$ cat config.mk
export PLATFORM = sky130hd
export DESIGN_NAME = axi_bram_log_drain
export DESIGN_NICKNAME = d
export VERILOG_FILES = /design/src/rtl/axi_bram_log_drain.sv
export SDC_FILE = /design/constraint.sdc
export NUM_CORES = 1
export LEC_CHECK = 0
export ABC_CLOCK_PERIOD_IN_PS = 4700
export CORE_MARGIN = 2
export CORE_UTILIZATION = 38
export CTS_CLUSTER_DIAMETER = 150
export DETAILED_ROUTE_END_ITERATION = 10
export GPL_TIMING_DRIVEN = 0
export PLACE_DENSITY = 0.61
export SYNTH_ARGS = -nofsm -noshare
export SYNTH_HDL_FRONTEND = slang
export SYNTH_SLANG_ARGS = --single-unit
$ cat constraint.sdc
create_clock -name Clk_CI -period 4.7 [get_ports Clk_CI]
set_clock_uncertainty 0.1 [all_clocks]
set_input_delay 1.175 -clock Clk_CI [delete_from_list [all_inputs] [get_ports Clk_CI]]
set_output_delay 1.175 -clock Clk_CI [all_outputs]
set_load 0.01 [all_outputs]
$ cat src/rtl/axi_bram_log_drain.sv
// Drains N logged entries from the AXI BRAM logger's 32-bit read port into a
// valid/ready word stream, then pulses the logger's clear input.
module axi_bram_log_drain #(
  parameter int NUM_SER_BRAMS = 12,
  parameter int NUM_PAR_BRAMS = 3,
  parameter int FIFO_DEPTH    = 4,
  parameter int CNT_BITW      = $clog2(1024 * NUM_SER_BRAMS) + 1
) (
  input  logic                Clk_CI,
  input  logic                Rst_RBI,
  input  logic                Start_SI,
  input  logic [CNT_BITW-1:0] NumEntries_DI,
  output logic                Busy_SO,
  output logic                Done_SO,
  output logic                ClearLog_SO,
  output logic                BramEn_SO,
  output logic [31:0]         BramAddr_DO,
  output logic [3:0]          BramWrEn_SO,
  output logic [31:0]         BramWr_DO,
  input  logic [31:0]         BramRd_DI,
  output logic [31:0]         OutData_DO,
  output logic                OutValid_SO,
  input  logic                OutReady_SI,
  output logic                OutLast_SO
);

  localparam int CAP = 1024 * NUM_SER_BRAMS;
  localparam int TW  = CNT_BITW + 2;
  localparam int PW  = (FIFO_DEPTH > 1) ? $clog2(FIFO_DEPTH) : 1;
  localparam int OW  = $clog2(FIFO_DEPTH + 1);

  typedef enum logic [1:0] {IDLE, READ, FLUSH, CLEAR} state_e;

  state_e              state_q, state_d;
  logic [TW-1:0]       tot_words_q, rd_idx_q, pop_cnt_q, last_idx;
  logic [31:0]         last_addr_q, rd_addr;
  logic                rd_pend_q;
  logic [31:0]         fifo_mem [FIFO_DEPTH];
  logic [PW-1:0]       wr_ptr_q, rd_ptr_q;
  logic [OW-1:0]       occ_q;
  logic [CNT_BITW-1:0] n_cap;
  logic [TW-1:0]       n_words;
  logic                rd_en, push, pop, fifo_empty, start_ok;

  assign n_cap   = (NumEntries_DI > CNT_BITW'(CAP)) ? CNT_BITW'(CAP) : NumEntries_DI;
  assign n_words = TW'(n_cap) * TW'(NUM_PAR_BRAMS);
  assign last_idx = tot_words_q - TW'(1);
  assign start_ok = (state_q == IDLE) && Start_SI;

  // Credits cover both buffered words and the read whose data is still on
  // its way back, so a push can never find the FIFO full.
  assign fifo_empty = (occ_q == '0);
  assign rd_en      = (state_q == READ) && ((int'(occ_q) + int'(rd_pend_q)) < FIFO_DEPTH);
  assign push       = rd_pend_q;
  assign pop        = !fifo_empty && OutReady_SI;

  assign rd_addr     = 32'({rd_idx_q, 2'b00});
  assign BramEn_SO   = rd_en;
  assign BramAddr_DO = rd_en ? rd_addr : last_addr_q;
  assign BramWrEn_SO = '0;
  assign BramWr_DO   = '0;

  // Gated so the unreset storage never shows through while empty.
  assign OutValid_SO = !fifo_empty;
  assign OutData_DO  = fifo_empty ? '0 : fifo_mem[rd_ptr_q];
  assign OutLast_SO  = !fifo_empty && (pop_cnt_q == last_idx);

  // NOTE: every always_comb output gets a default first so no path leaves it
  // unassigned, which would otherwise infer a latch.
  always_comb begin
    state_d     = state_q;
    Busy_SO     = (state_q != IDLE);
    Done_SO     = 1'b0;
    ClearLog_SO = 1'b0;
    case (state_q)
      IDLE:  if (Start_SI) state_d = (n_cap != '0) ? READ : CLEAR;
      READ:  if (rd_en && (rd_idx_q == last_idx)) state_d = FLUSH;
      FLUSH: if (fifo_empty && !rd_pend_q) state_d = CLEAR;
      CLEAR: begin
        Done_SO     = 1'b1;
        ClearLog_SO = 1'b1;
        state_d     = IDLE;
      end
      default: state_d = IDLE;
    endcase
  end

  // NOTE: sequential state uses non-blocking assignments so every register
  // samples the pre-edge values, independent of statement order.
  always_ff @(posedge Clk_CI) begin
    if (!Rst_RBI) begin
      state_q     <= IDLE;
      tot_words_q <= '0;
      rd_idx_q    <= '0;
      pop_cnt_q   <= '0;
      last_addr_q <= '0;
      rd_pend_q   <= 1'b0;
      wr_ptr_q    <= '0;
      rd_ptr_q    <= '0;
      occ_q       <= '0;
    end else begin
      state_q   <= state_d;
      rd_pend_q <= rd_en;
      if (start_ok) begin
        tot_words_q <= n_words;
        rd_idx_q    <= '0;
        pop_cnt_q   <= '0;
      end
      if (rd_en) begin
        rd_idx_q    <= rd_idx_q + TW'(1);
        last_addr_q <= rd_addr;
      end
      if (push) wr_ptr_q <= (wr_ptr_q == PW'(FIFO_DEPTH - 1)) ? '0 : wr_ptr_q + PW'(1);
      if (pop) begin
        rd_ptr_q  <= (rd_ptr_q == PW'(FIFO_DEPTH - 1)) ? '0 : rd_ptr_q + PW'(1);
        pop_cnt_q <= pop_cnt_q + TW'(1);
      end
      occ_q <= occ_q + OW'(push) - OW'(pop);
    end
  end

  // NOTE: the FIFO storage is deliberately not reset; occupancy and pointers
  // define validity, and the output is masked while empty.
  always_ff @(posedge Clk_CI) begin
    if (push) fifo_mem[wr_ptr_q] <= BramRd_DI;
  end

endmodule

==> flow_summary.json <==
{
  "cts_hold_buf": 0,
  "area_delta_synth_final_pct": 24.8,
  "syn_avg_cell_area_um2": 10.9,
  "nNetsFinal": 1272,
  "yosysWarnings": 0,
  "status": "complete, no violations",
  "initial_core_util_pct": 38.9,
  "place_area_mm2": 0.0127,
  "dp.cells": 1530,
  "ff_latch_area_mm2": 0.00575,
  "finalHoldViolations": 0,
  "grt_max_degree": 33,
  "crit_arrival_ns": 3.18,
  "synth_top_cell_by_area": "edfxtp_1",
  "cts.sinks": 223,
  "syn-instance-count": 994,
  "die_x_um": 173,
  "cts_tree": "yes",
  "clk_latency_ns": 0.53,
  "yosysSeqAreaShare_pct": 52.9,
  "multi_input_area_mm2": 0.00469,
  "hold_class": "flop to flop",
  "port_buffers": 120,
  "cp_max_fo": 6,
  "grt_use_total_pct": 15.8,
  "cts_max_path_buffers": 3,
  "fmax_ghz": 0.224,
  "rsz0062_at_grt": "false",
  "routedWlPerCell_um": 15.4,
  "placementRows": 61,
  "grt_pass1_wl_um": 39100,
  "drive_above_1_share_pct": 11.3,
  "cp-start-kind": "flop",
  "worstSetupEndpointType": "output pin",
  "maxSlewViolCount": 0,
  "ant_nets": 0,
  "yosysTopAreaCellShare_pct": 35.4,
  "viasPerCell": 4.90,
  "synthDistinctLibCells": 61,
  "ir_drop_mv": 0.270,
  "finalCritPeriodShare_pct": 94.8,
  "totalWireLength_um": 24400,
  "slew_headroom_pct": 41.0,
  "crit_required_ns": 3.42,
  "post-dp-hpwl_um": 17200,
  "root_buffer": "clkbuf_16",
  "globalplace.congestion": 0.886,
  "insertedDiodeCount": 0,
  "vias": 7734,
  "setup_viol": 0,
  "stdcell_count": 1577,
  "die_area_mm2": 0.0299,
  "grt-ovfl-total": 0,
  "die_h_um": 173,
  "synth-edff-count": 128,
  "period_minus_slack_ns": 4.46,
  "critPathKind": "flop to output pin",
  "grt_pass1_vias": 7453,
  "first_pass_iters": 5,
  "powerDensity_mw_per_mm2": 456,
  "postSynth.asyncResetShare_pct": 0,
  "maxCapViolCount": 0,
  "ys_top_cells_by_area": "edfxtp_1 35%, dfxtp_1 18%, mux4_2 6.6%",
  "synthFlopType": "edfxtp_1",
  "yosys_register_bits": 223,
  "num-fill-cells": 2554,
  "tns_ns": 0,
  "final_area_mm2": 0.0136,
  "core_mm2": 0.0279,
  "drcViolationCount": 0,
  "clk_pin_slew_ns": 0.06,
  "tightest_slew_ns": 0.885,
  "ios": 157,
  "p_total_w": 0.00619,
  "h-tree-depth": 1,
  "antenna_found_initial": 0,
  "netlist_area_mm2": 0.0109,
  "static-leakage-power_nw": 5.11,
  "cts_buffers": 25,
  "drt_iter0_drc": 443,
  "holdWs_ns": 0.373
}
-- where the power goes --
| group | leakage (nW) | total (W) | internal, W | switching [W] |
|---|---|---|---|---|
| Sequential | 1.92 | 0.00226 | 0.00219 | 0.0000727 |
| Combinational | 2.77 | 0.00195 | 0.000891 | 0.00106 |
| Clock | 0.415 | 0.00197 | 0.00120 | 0.000773 |
| Total | 5.11 | 0.00619 | 0.00428 | 0.00190 |
-- path summary, 6_finish.rpt --
| check | start | endpoint | slack (ns) | depth (start not counted) |
|---|---|---|---|---|
| setup / recovery | tot_words_q[0] | OutLast_SO | 0.24 | 9 |
| hold / removal | last_addr_q[27] | last_addr_q[27] | 0.37 | 1 |
| setup reg to reg | occ_q[1] | occ_q[2] | 1.60 | 12 |
| hold reg to reg | last_addr_q[27] | last_addr_q[27] | 0.37 | 1 |
-- layout make-up --
class	count	share of cell area, %
buffer	86	3.46
clock buffer	36	5.14
clock inverter	10	1.03
inverter	36	0.997
multi-input combinational	687	34.6
sequential	223	42.4
tap	378	3.49
timing repair buffer	121	8.91
-- logic make-up (layout without fill, tap and decap cells) --
group | count (synthesis) | count (layout) | synth area share (%)
xor+xnor | 58 | 58 | 4.68
fa+ha+maj | 41 | 41 | 4.86
buf+inv | 122 | 289 | 5.54
other cells | 1 | 39 | 0.0345
compound gates | 138 | 138 | 7.55
flops | 223 | 223 | 52.9
mux | 38 | 38 | 7.20
simple gates | 373 | 373 | 17.2
-- per-layer routing --
metal,share of wire [%],GRT usage [%],wire [µm]
met5,0,0,0
met4,1.5,3.07,377
met3,5.5,2.97,1340
met2,48,27.4,11600
met1,45,20.8,11000
-- metrics by stage --
step	worst slack, ns	util, %
after floorplan	0.358	-
after global placement	-0.666	45.4
after detailed placement	-0.700	45.4
after CTS	0.0278	48.5
after global routing	0.00312	48.5
final	0.245	48.5
-- cells in the final DEF, fill, tap and decap left out, types with 33 or more instances in the layout --
cell,synthesis,routed
edfxtp_1,128,128
nand2_1,124,124
clkdlybuf4s50_1,0,119
dfxtp_1,95,95
and2_1,71,67
nor2_1,56,56
a21oi_1,54,54
clkbuf_1,38,44
xnor2_1,40,40
ha_1,39,39
conb_1,1,39
buf_4,37,38
inv_1,33,33
-- timing repair --
| item | in CTS | in global routing |
|---|---|---|
| setup endpoints to repair | 5 | 19 |
| setup buffers | 1 | 0 |
| gates resized for setup | 5 | 6 |
| pin swaps | 2 | 0 |
-- sequential cells by signal, indices dropped and copies added, names as in the netlist, 2 cells and up, named ones only --
name and count:
last_addr_q 32, tot_words_q 17, occ_q 3, wr_ptr_q 2
rd_idx_q 17, fifo_mem 128, state_q 2, rd_ptr_q 2
pop_cnt_q 17
-- synthesized netlist by cell type (31+ instances only) --
master and number:
xnor2_1 40, clkbuf_1 38, nor2_1 56, o21ai_0 31
and2_1 71, inv_1 33, buf_4 37, nand2_1 124
a21oi_1 54, dfxtp_1 95, edfxtp_1 128, ha_1 39
mux4_2 32
-- critical path, stage by stage (launching register included) --
cell and delay, ns:
dfxtp_1 0.38, inv_1 0.13, ha_1 0.24, nor4b_2 0.55
nand4_1 0.19, xor2_1 0.43, xnor2_1 0.17, nor2_1 0.05
and4_1 0.22, dlygate4sd2_1 0.29
Note: power is estimated with default switching activity, not from simulation.
